===== src/rtl/rv_pipe_pkg.sv =====
// Shared types for the RV32I pipeline boundaries: EX->MEM control and payload structs.
// Optional 2-deep buffering in ex_mem_pipe_stage is enabled by defining EX_MEM_SKID_EN.
package rv_pipe_pkg;

  localparam int XLEN_D      = 32;
  localparam int REG_AW_D    = 5;
  localparam int RES_SRC_W_D = 2;

  typedef struct packed {
    logic                   reg_write;
    logic                   mem_write;
    logic [RES_SRC_W_D-1:0] result_src;
  } ex_mem_ctrl_t;

  typedef struct packed {
    ex_mem_ctrl_t        ctrl;
    logic [XLEN_D-1:0]   alu;
    logic [XLEN_D-1:0]   wdata;
    logic [XLEN_D-1:0]   pc4;
    logic [REG_AW_D-1:0] rd;
  } ex_mem_pay_t;

  localparam ex_mem_ctrl_t EX_MEM_CTRL_NOP = '0;
  localparam int EX_MEM_PAY_W = $bits(ex_mem_pay_t);

endpackage


===== src/rtl/ex_mem_pipe_stage_if.sv =====
// EX->MEM boundary bundle. slave = the pipeline stage, master = the EX/MEM environment.
// Handshake: a transfer happens on a rising clk edge where valid and ready are both high;
// valid never depends on ready, and a stalled output (valid && !ready) keeps its payload stable.
interface ex_mem_pipe_stage_if #(
  parameter int XLEN      = 32,
  parameter int REG_AW    = 5,
  parameter int RES_SRC_W = 2,
  parameter int CNT_W     = 16
);
  logic                 flush;
  logic                 in_valid;
  logic                 in_ready;
  logic                 RegWriteE;
  logic                 MemWriteE;
  logic [RES_SRC_W-1:0] ResultSrcE;
  logic [XLEN-1:0]      ALUResult;
  logic [XLEN-1:0]      RD2E;
  logic [XLEN-1:0]      PCPlus4E;
  logic [REG_AW-1:0]    RdE;
  logic                 out_valid;
  logic                 out_ready;
  logic                 RegWriteM;
  logic                 MemWriteM;
  logic [RES_SRC_W-1:0] ResultSrcM;
  logic [XLEN-1:0]      ALUResultM;
  logic [XLEN-1:0]      WriteDataM;
  logic [XLEN-1:0]      PCPlus4M;
  logic [REG_AW-1:0]    RdM;
  logic [CNT_W-1:0]     stall_cnt;

  modport master (
    output flush, in_valid, RegWriteE, MemWriteE, ResultSrcE, ALUResult, RD2E, PCPlus4E, RdE,
           out_ready,
    input  in_ready, out_valid, RegWriteM, MemWriteM, ResultSrcM, ALUResultM, WriteDataM,
           PCPlus4M, RdM, stall_cnt
  );

  modport slave (
    input  flush, in_valid, RegWriteE, MemWriteE, ResultSrcE, ALUResult, RD2E, PCPlus4E, RdE,
           out_ready,
    output in_ready, out_valid, RegWriteM, MemWriteM, ResultSrcM, ALUResultM, WriteDataM,
           PCPlus4M, RdM, stall_cnt
  );

endinterface


===== src/rtl/pipe_skid_buf.sv =====
// Generic one-entry payload holder with valid flag; clr empties it, load fills it, take drains it.
module pipe_skid_buf #(
  parameter int W = 8
) (
  input  logic         clk,
  input  logic         rst,
  input  logic         clr,
  input  logic         load,
  input  logic         take,
  input  logic [W-1:0] din,
  output logic         valid,
  output logic [W-1:0] dout
);

  always_ff @(posedge clk) begin
    if (rst) begin
      valid <= 1'b0;
      dout  <= '0;
    end else if (clr) begin
      valid <= 1'b0;
    end else if (load) begin
      valid <= 1'b1;
      dout  <= din;
    end else if (take) begin
      valid <= 1'b0;
    end
  end

endmodule


===== src/rtl/ex_mem_pipe_stage.sv =====
// EX->MEM pipeline register with valid/ready flow control, flush and a saturating stall counter.
// Define EX_MEM_SKID_EN for a registered in_ready backed by a one-entry skid buffer.
module ex_mem_pipe_stage
  import rv_pipe_pkg::*;
#(
  parameter int XLEN      = XLEN_D,
  parameter int REG_AW    = REG_AW_D,
  parameter int RES_SRC_W = RES_SRC_W_D,
  parameter int CNT_W     = 16
) (
  input logic                clk,
  input logic                rst,
  ex_mem_pipe_stage_if.slave bus
);

  ex_mem_pay_t      in_pay;
  ex_mem_pay_t      main_q;
  ex_mem_pay_t      main_d;
  logic             out_valid_q;
  logic             in_ready_int;
  logic             in_fire;
  logic             out_fire;
  logic             stall;
  logic             main_load;
  logic             main_refill;
  logic [CNT_W-1:0] cnt_q;

  always_comb begin
    in_pay                 = '0;
    in_pay.ctrl.reg_write  = bus.RegWriteE;
    in_pay.ctrl.mem_write  = bus.MemWriteE;
    in_pay.ctrl.result_src = bus.ResultSrcE[RES_SRC_W-1:0];
    in_pay.alu             = bus.ALUResult[XLEN-1:0];
    in_pay.wdata           = bus.RD2E[XLEN-1:0];
    in_pay.pc4             = bus.PCPlus4E[XLEN-1:0];
    in_pay.rd              = bus.RdE[REG_AW-1:0];
  end

  assign in_fire  = bus.in_valid && in_ready_int;
  assign out_fire = out_valid_q && bus.out_ready;
  assign stall    = out_valid_q && !bus.out_ready;

`ifdef EX_MEM_SKID_EN
  logic                    skid_valid;
  logic                    skid_load;
  logic [EX_MEM_PAY_W-1:0] skid_dout;

  // in_ready comes straight from a flop, so out_ready never reaches it combinationally.
  assign in_ready_int = !skid_valid;
  assign skid_load    = in_fire && out_valid_q && !bus.out_ready;
  assign main_refill  = out_fire && skid_valid;
  assign main_load    = in_fire && (!out_valid_q || out_fire);
  assign main_d       = main_refill ? ex_mem_pay_t'(skid_dout) : in_pay;

  pipe_skid_buf #(
    .W(EX_MEM_PAY_W)
  ) u_skid (
    .clk  (clk),
    .rst  (rst),
    .clr  (bus.flush),
    .load (skid_load),
    .take (main_refill),
    .din  (in_pay),
    .valid(skid_valid),
    .dout (skid_dout)
  );
`else
  assign in_ready_int = bus.out_ready || !out_valid_q;
  assign main_refill  = 1'b0;
  assign main_load    = in_fire;
  assign main_d       = in_pay;
`endif

  always_ff @(posedge clk) begin
    if (rst) begin
      out_valid_q <= 1'b0;
      main_q      <= '0;
    end else if (bus.flush) begin
      // Dropping the control bits keeps a flushed slot inert even if valid were misread.
      out_valid_q <= 1'b0;
      main_q.ctrl <= EX_MEM_CTRL_NOP;
    end else if (main_refill || main_load) begin
      out_valid_q <= 1'b1;
      main_q      <= main_d;
    end else if (out_fire) begin
      out_valid_q <= 1'b0;
    end
  end

  always_ff @(posedge clk) begin
    if (rst) begin
      cnt_q <= '0;
    end else if (stall && !(&cnt_q)) begin
      cnt_q <= cnt_q + CNT_W'(1);
    end
  end

  assign bus.in_ready   = in_ready_int;
  assign bus.out_valid  = out_valid_q;
  assign bus.RegWriteM  = main_q.ctrl.reg_write && out_valid_q;
  assign bus.MemWriteM  = main_q.ctrl.mem_write && out_valid_q;
  assign bus.ResultSrcM = main_q.ctrl.result_src[RES_SRC_W-1:0];
  assign bus.ALUResultM = main_q.alu[XLEN-1:0];
  assign bus.WriteDataM = main_q.wdata[XLEN-1:0];
  assign bus.PCPlus4M   = main_q.pc4[XLEN-1:0];
  assign bus.RdM        = main_q.rd[REG_AW-1:0];
  assign bus.stall_cnt  = cnt_q;

endmodule


===== src/flat_wrapper.sv =====
// flat-port wrapper written by rule: the top's interface ports become plain ports
module ex_mem_pipe_stage_flat import rv_pipe_pkg::*;
#(
  parameter int XLEN      = XLEN_D,
  parameter int REG_AW    = REG_AW_D,
  parameter int RES_SRC_W = RES_SRC_W_D,
  parameter int CNT_W     = 16
)
  (clk, rst, bus_flush, bus_in_valid, bus_RegWriteE, bus_MemWriteE, bus_ResultSrcE, bus_ALUResult, bus_RD2E, bus_PCPlus4E, bus_RdE, bus_out_ready, bus_in_ready, bus_out_valid, bus_RegWriteM, bus_MemWriteM, bus_ResultSrcM, bus_ALUResultM, bus_WriteDataM, bus_PCPlus4M, bus_RdM, bus_stall_cnt);
  ex_mem_pipe_stage_if #(.XLEN(XLEN), .REG_AW(REG_AW), .RES_SRC_W(RES_SRC_W), .CNT_W(CNT_W)) bus_i ();
  input logic clk;
  input logic rst;
  input wire logic [$bits(bus_i.flush)-1:0] bus_flush;
  input wire logic [$bits(bus_i.in_valid)-1:0] bus_in_valid;
  input wire logic [$bits(bus_i.RegWriteE)-1:0] bus_RegWriteE;
  input wire logic [$bits(bus_i.MemWriteE)-1:0] bus_MemWriteE;
  input wire logic [$bits(bus_i.ResultSrcE)-1:0] bus_ResultSrcE;
  input wire logic [$bits(bus_i.ALUResult)-1:0] bus_ALUResult;
  input wire logic [$bits(bus_i.RD2E)-1:0] bus_RD2E;
  input wire logic [$bits(bus_i.PCPlus4E)-1:0] bus_PCPlus4E;
  input wire logic [$bits(bus_i.RdE)-1:0] bus_RdE;
  input wire logic [$bits(bus_i.out_ready)-1:0] bus_out_ready;
  output wire logic [$bits(bus_i.in_ready)-1:0] bus_in_ready;
  output wire logic [$bits(bus_i.out_valid)-1:0] bus_out_valid;
  output wire logic [$bits(bus_i.RegWriteM)-1:0] bus_RegWriteM;
  output wire logic [$bits(bus_i.MemWriteM)-1:0] bus_MemWriteM;
  output wire logic [$bits(bus_i.ResultSrcM)-1:0] bus_ResultSrcM;
  output wire logic [$bits(bus_i.ALUResultM)-1:0] bus_ALUResultM;
  output wire logic [$bits(bus_i.WriteDataM)-1:0] bus_WriteDataM;
  output wire logic [$bits(bus_i.PCPlus4M)-1:0] bus_PCPlus4M;
  output wire logic [$bits(bus_i.RdM)-1:0] bus_RdM;
  output wire logic [$bits(bus_i.stall_cnt)-1:0] bus_stall_cnt;
  assign bus_i.flush = bus_flush;
  assign bus_i.in_valid = bus_in_valid;
  assign bus_i.RegWriteE = bus_RegWriteE;
  assign bus_i.MemWriteE = bus_MemWriteE;
  assign bus_i.ResultSrcE = bus_ResultSrcE;
  assign bus_i.ALUResult = bus_ALUResult;
  assign bus_i.RD2E = bus_RD2E;
  assign bus_i.PCPlus4E = bus_PCPlus4E;
  assign bus_i.RdE = bus_RdE;
  assign bus_i.out_ready = bus_out_ready;
  assign bus_in_ready = bus_i.in_ready;
  assign bus_out_valid = bus_i.out_valid;
  assign bus_RegWriteM = bus_i.RegWriteM;
  assign bus_MemWriteM = bus_i.MemWriteM;
  assign bus_ResultSrcM = bus_i.ResultSrcM;
  assign bus_ALUResultM = bus_i.ALUResultM;
  assign bus_WriteDataM = bus_i.WriteDataM;
  assign bus_PCPlus4M = bus_i.PCPlus4M;
  assign bus_RdM = bus_i.RdM;
  assign bus_stall_cnt = bus_i.stall_cnt;
  ex_mem_pipe_stage #(.XLEN(XLEN), .REG_AW(REG_AW), .RES_SRC_W(RES_SRC_W), .CNT_W(CNT_W)) u_core (.clk(clk), .rst(rst), .bus(bus_i));
endmodule

===== config.mk =====
export PLATFORM = sky130hd
export DESIGN_NAME = ex_mem_pipe_stage_flat
export DESIGN_NICKNAME = d
export VERILOG_FILES = /design/src/rtl/rv_pipe_pkg.sv /design/src/rtl/ex_mem_pipe_stage_if.sv /design/src/rtl/pipe_skid_buf.sv /design/src/rtl/ex_mem_pipe_stage.sv /design/src/flat_wrapper.sv
export SDC_FILE = /design/constraint.sdc
export NUM_CORES = 1
export LEC_CHECK = 0
export ABC_AREA = 1
export BUFFER_PORTS_ARGS = -buffer_cell sky130_fd_sc_hd__clkbuf_2
export CORE_UTILIZATION = 48
export CTS_CLUSTER_DIAMETER = 80
export DETAILED_ROUTE_END_ITERATION = 8
export HOLD_SLACK_MARGIN = 0.08
export PLACE_DENSITY = 0.9
export SLEW_MARGIN = 20
export SYNTH_ARGS = -nofsm -noshare
export SYNTH_HDL_FRONTEND = slang
export SYNTH_HIERARCHICAL = 1
export SYNTH_SLANG_ARGS = --single-unit
export TNS_END_PERCENT = 10

===== constraint.sdc =====
create_clock -name clk -period 1.6 [get_ports clk]
set_clock_uncertainty 0.05 [all_clocks]
set_input_delay 0.24 -clock clk [delete_from_list [all_inputs] [get_ports clk]]
set_output_delay 0.24 -clock clk [all_outputs]
set_load 0.01 [all_outputs]

==> run_summary.xml <==
<?xml version="1.0" encoding="UTF-8"?>
<metrics>
  <group name="power">
    <metric name="power.net_switching" unit="W">0.00186</metric>
    <metric name="power.share.clock" unit="%">47.1</metric>
    <metric name="ir_worst_vdd" unit="V">0.000946</metric>
    <metric name="p_per_area" unit="mW/mm^2">1040</metric>
    <metric name="power_switching_share" unit="%">23.3</metric>
    <metric name="cellLeakagePower" unit="nW">3.46</metric>
    <metric name="power.share.combinational" unit="%">12.3</metric>
    <metric name="internal_power" unit="W">0.00612</metric>
    <metric name="power.share.sequential" unit="%">40.6</metric>
  </group>
  <group name="global_route">
    <metric name="global_route_congestion_overflow_total" unit="">0</metric>
    <metric name="antenna_found_initial" unit="">0</metric>
    <metric name="via_count_of_the_first_global_routing_pass" unit="">5140</metric>
    <metric name="grt_first_pass_wirelength" unit="mm">23.8</metric>
    <metric name="grt_start_max_net_pins" unit="">66</metric>
    <metric name="grt.total_usage" unit="%">25.5</metric>
  </group>
  <group name="cts">
    <metric name="clock_latency_of_the_later_clocked_register_in_the_worst_skew_pair" unit="ns">0.40</metric>
    <metric name="cts_htree_levels" unit="">4</metric>
    <metric name="tritoncts" unit="">built</metric>
    <metric name="max-clock-path-buffers" unit="">2</metric>
    <metric name="cts_root_buffer" unit="">sky130_fd_sc_hd__clkbuf_16</metric>
    <metric name="cts.reportedPaths.clkPinSlew" unit="ns">0.06</metric>
    <metric name="cts_sinks" unit="">122</metric>
    <metric name="cts_made_buffers" unit="">17</metric>
  </group>
  <group name="layout">
    <metric name="post_layout_net_count" unit="">1061</metric>
    <metric name="area.sequential" unit="sq mm">0.00245</metric>
    <metric name="area_growth" unit="%">37.3</metric>
    <metric name="final_layout_size_suffix_gt1_share" unit="%">29.9</metric>
    <metric name="area_of_combinational_cells_with_multiple_inputs" unit="sq mm">0.00203</metric>
    <metric name="final_core_utilization" unit="%">67.6</metric>
    <metric name="count_of_fill_cells_added_during_filler_insertion" unit="">877</metric>
    <metric name="antennaDiodeCount" unit="">0</metric>
  </group>
  <group name="status">
    <metric name="status" unit="">finished clean</metric>
  </group>
  <group name="timing">
    <metric name="tightest_slew" unit="ns">0.533</metric>
    <metric name="timing.fmax" unit="MHz">658</metric>
    <metric name="period_minus_slack" unit="ns">1.52</metric>
    <metric name="report.final.hold_viol_count" unit="">0</metric>
    <metric name="postLayoutSetupSlackWorst" unit="ns">0.0813</metric>
    <metric name="final_report_setup_violation_count" unit="">0</metric>
    <metric name="min_period_over_period" unit="%">94.9</metric>
    <metric name="slew-limit-headroom" unit="%">64.5</metric>
    <metric name="grt_setup_unrepaired" unit="">yes</metric>
    <metric name="report.final.slew_viol_count" unit="">0</metric>
  </group>
  <group name="synthesis">
    <metric name="synthFlopType" unit="">sky130_fd_sc_hd__dfxtp_1</metric>
    <metric name="synthAdderAreaFrac" unit="%">0.223</metric>
    <metric name="yosysWarnings" unit="">6</metric>
    <metric name="post-synth-top-count-cell" unit="">sky130_fd_sc_hd__nand2_1</metric>
    <metric name="synth.yosys.seq_area_share" unit="%">43.6</metric>
    <metric name="synth.lib_cells_used.distinct" unit="">22</metric>
    <metric name="synth_enable_flop_cells" unit="">0</metric>
    <metric name="ys_async_sr_fraction" unit="%">0</metric>
    <metric name="ys_ff_latch" unit="">122</metric>
    <metric name="post_synth_top_area_share" unit="%">43.6</metric>
    <metric name="synth_top_cells_by_area" unit="">sky130_fd_sc_hd__dfxtp_1 (44%), sky130_fd_sc_hd__buf_4 (14%), sky130_fd_sc_hd__nand3_1 (10%)</metric>
    <metric name="postSynthCellCount" unit="">731</metric>
    <metric name="post_synth_xor_area_fraction" unit="%">0</metric>
    <metric name="syn-num-nets" unit="">842</metric>
    <metric name="syn-mean-instance-area" unit="sq um">7.66</metric>
    <metric name="synth_top_family_by_area" unit="">simple AND/OR/NAND/NOR gates</metric>
    <metric name="synth.top_cells.by_count" unit="">sky130_fd_sc_hd__nand2_1 (144), sky130_fd_sc_hd__dfxtp_1 (122), sky130_fd_sc_hd__nand3_1 (117), sky130_fd_sc_hd__a21oi_1 (113), sky130_fd_sc_hd__buf_4 (105)</metric>
    <metric name="compound_cell_area_share_of_the_yosys_netlist" unit="%">10.7</metric>
    <metric name="synth_top_cell_by_area" unit="">sky130_fd_sc_hd__dfxtp_1</metric>
    <metric name="post_synth_instance_area" unit="sq mm">0.00560</metric>
    <metric name="synth.area.mux_share" unit="%">0</metric>
    <metric name="synth_simple_gate_area_share" unit="%">25.1</metric>
  </group>
  <group name="routing">
    <metric name="detail_route.iter0.violations" unit="">552</metric>
    <metric name="drt_wl_total" unit="mm">16.2</metric>
    <metric name="via_per_inst" unit="">5.08</metric>
    <metric name="dr.pass1.iters" unit="">7</metric>
    <metric name="num_vias" unit="">5608</metric>
    <metric name="drc_errors" unit="">0</metric>
    <metric name="drt.antenna.violating_nets" unit="">0</metric>
    <metric name="wl_per_cell" unit="microns">14.7</metric>
  </group>
  <group name="placement">
    <metric name="port_buffers" unit="">232</metric>
    <metric name="dp_hpwl" unit="mm">8.62</metric>
    <metric name="gp_routability_congestion" unit="">0.843</metric>
    <metric name="detailedPlace.worstSlack" unit="ns">0.0742</metric>
  </group>
  <group name="floorplan">
    <metric name="fp.dieH" unit="microns">110</metric>
    <metric name="floorplan.core_area" unit="sq mm">0.0114</metric>
    <metric name="ioPinCount" unit="">233</metric>
    <metric name="floorplan.die_area" unit="sq mm">0.0121</metric>
    <metric name="die_w" unit="microns">110</metric>
    <metric name="placement_rows" unit="">39</metric>
    <metric name="initial_standard_cell_utilization_of_the_core" unit="%">49.2</metric>
  </group>
  <group name="worst_setup_path">
    <metric name="setup.worst_path.start" unit="">u_core/bus.out_valid</metric>
    <metric name="r2r.worst_path.cells" unit="">6</metric>
    <metric name="critical_path_class" unit="">reg2reg</metric>
    <metric name="crit_path_max_fanout" unit="">25</metric>
    <metric name="crit_required" unit="ns">1.85</metric>
    <metric name="timing.rr.end" unit="">u_core/bus.WriteDataM[13]</metric>
    <metric name="worstPathArrival" unit="ns">1.77</metric>
    <metric name="worst_setup_path_endpoint" unit="">u_core/bus.WriteDataM[13]</metric>
    <metric name="timing.rr.start" unit="">u_core/bus.out_valid</metric>
    <metric name="reg2reg_slack" unit="ns">0.08</metric>
    <metric name="timing.critical_path.to_type" unit="">flip-flop</metric>
    <metric name="setup.worst_path.start_class" unit="">flip-flop</metric>
  </group>
  <group name="hold_path">
    <metric name="min_path_type" unit="">in2reg</metric>
  </group>
  <group name="job">
    <metric name="maxCapViolations" unit="">0</metric>
  </group>
</metrics>
==> stage by stage <==
stage | hold slack [ns] | instance area [sq um] | total power [W] | instances | TNS, ns
after detailed placement | 0.401 | 6030 | 0.00404 | 968 | 0
after CTS | 0.144 | 7650 | 0.00799 | 1104 | 0
after global routing | 0.158 | 7680 | 0.00827 | 1105 | -0.0195
after global placement | 0.397 | 6030 | 0.00402 | 968 | 0
after floorplan | 0.325 | 5600 | 0.00386 | 731 | 0
final | 0.176 | 7680 | 0.00798 | 1105 | 0
==> registers in the layout (all words and copies together) (netlist names) <==
| signal | flops |
|---|---|
| u_core/bus.RdM | 5 |
| u_core/bus.ResultSrcM | 2 |
| u_core/bus.out_valid | 1 |
| u_core/bus.stall_cnt | 16 |
| u_core/main_q | 2 |
| u_core/bus.ALUResultM | 32 |
| u_core/bus.WriteDataM | 32 |
| u_core/bus.PCPlus4M | 32 |
==> power by group through the flow <==
stage	combinational, W	clock (W)	sequential (W)
final	0.000985	0.00376	0.00324
after global routing	0.00106	0.00396	0.00325
after CTS	0.000946	0.00381	0.00323
after detailed placement	0.000742	0	0.00329
after global placement	0.000731	0	0.00329
after floorplan	0.000583	0	0.00328
==> critical path, cell delays in order (launching register included) <==
cell and delay, ns:
sky130_fd_sc_hd__dfxtp_1 0.33, sky130_fd_sc_hd__nand2_4 0.14, sky130_fd_sc_hd__inv_4 0.08, sky130_fd_sc_hd__nor2_8 0.17
sky130_fd_sc_hd__buf_4 0.31, sky130_fd_sc_hd__nand3_1 0.11, sky130_fd_sc_hd__a21oi_1 0.22
==> cells in the final DEF, fill, tap and decap left out, types with 5 or more instances in the layout <==
master and instances:
sky130_fd_sc_hd__nor2_1 46, sky130_fd_sc_hd__dlygate4sd3_1 105, sky130_fd_sc_hd__buf_4 7, sky130_fd_sc_hd__inv_1 18, sky130_fd_sc_hd__clkbuf_2 231, sky130_fd_sc_hd__nand2_1 144
sky130_fd_sc_hd__buf_12 5, sky130_fd_sc_hd__dfxtp_1 119, sky130_fd_sc_hd__clkinv_2 6, sky130_fd_sc_hd__nand3_1 116, sky130_fd_sc_hd__clkbuf_16 17, sky130_fd_sc_hd__a21oi_1 113
sky130_fd_sc_hd__o21ai_0 5
==> metal layers <==
metal,global-route usage (%),routed length (microns),vias to the layer above
li1,-,-,2727
met1,26.7,6240,2559
met2,45.3,8360,267
met3,7.11,998,55
met4,15.2,618,0
met5,0,0,-
==> layout make-up <==
class                      count  share of cell area (%)
clock inverter                 9                    1.60
multi-input combinational    440                    26.5
clock buffer                  22                    5.91
sequential                   122                    31.8
tap                          143                    2.33
inverter                      20                    1.03
timing repair buffer         349                    30.9
==> worst min path at each step <==
stage | startpoint | endpoint | slack, ns | depth (start not counted)
3_3_place_gp | u_core/bus.ALUResultM[24] | u_core/bus.ALUResultM[24] | 0.40 | 2
2_1_floorplan | bus_ResultSrcE[0] | u_core/bus.ResultSrcM[0] | 0.32 | 2
3_5_place_dp | u_core/bus.PCPlus4M[27] | u_core/bus.PCPlus4M[27] | 0.40 | 2
6_report | rst | u_core/main_q[104] | 0.18 | 4
4_1_cts | rst | u_core/bus.ResultSrcM[0] | 0.14 | 4
5_1_grt | rst | u_core/main_q[104] | 0.16 | 4
==> logic make-up after synthesis <==
logic type               after synthesis
AND/OR/NAND/NOR                      320
flip-flops                           122
buffers and inverters                169
AO/OA/AOI/OAI                        119
adder cells (fa/ha/maj)                1
==> repair_timing <==
action                                  CTS  global route
hold buffers                            105             0
endpoints found under the setup margin    0             5
buffers inserted                          0             1
resized for setup                         0             8
endpoints found under the hold margin   105             0
Power figures use the tool's default switching activity.
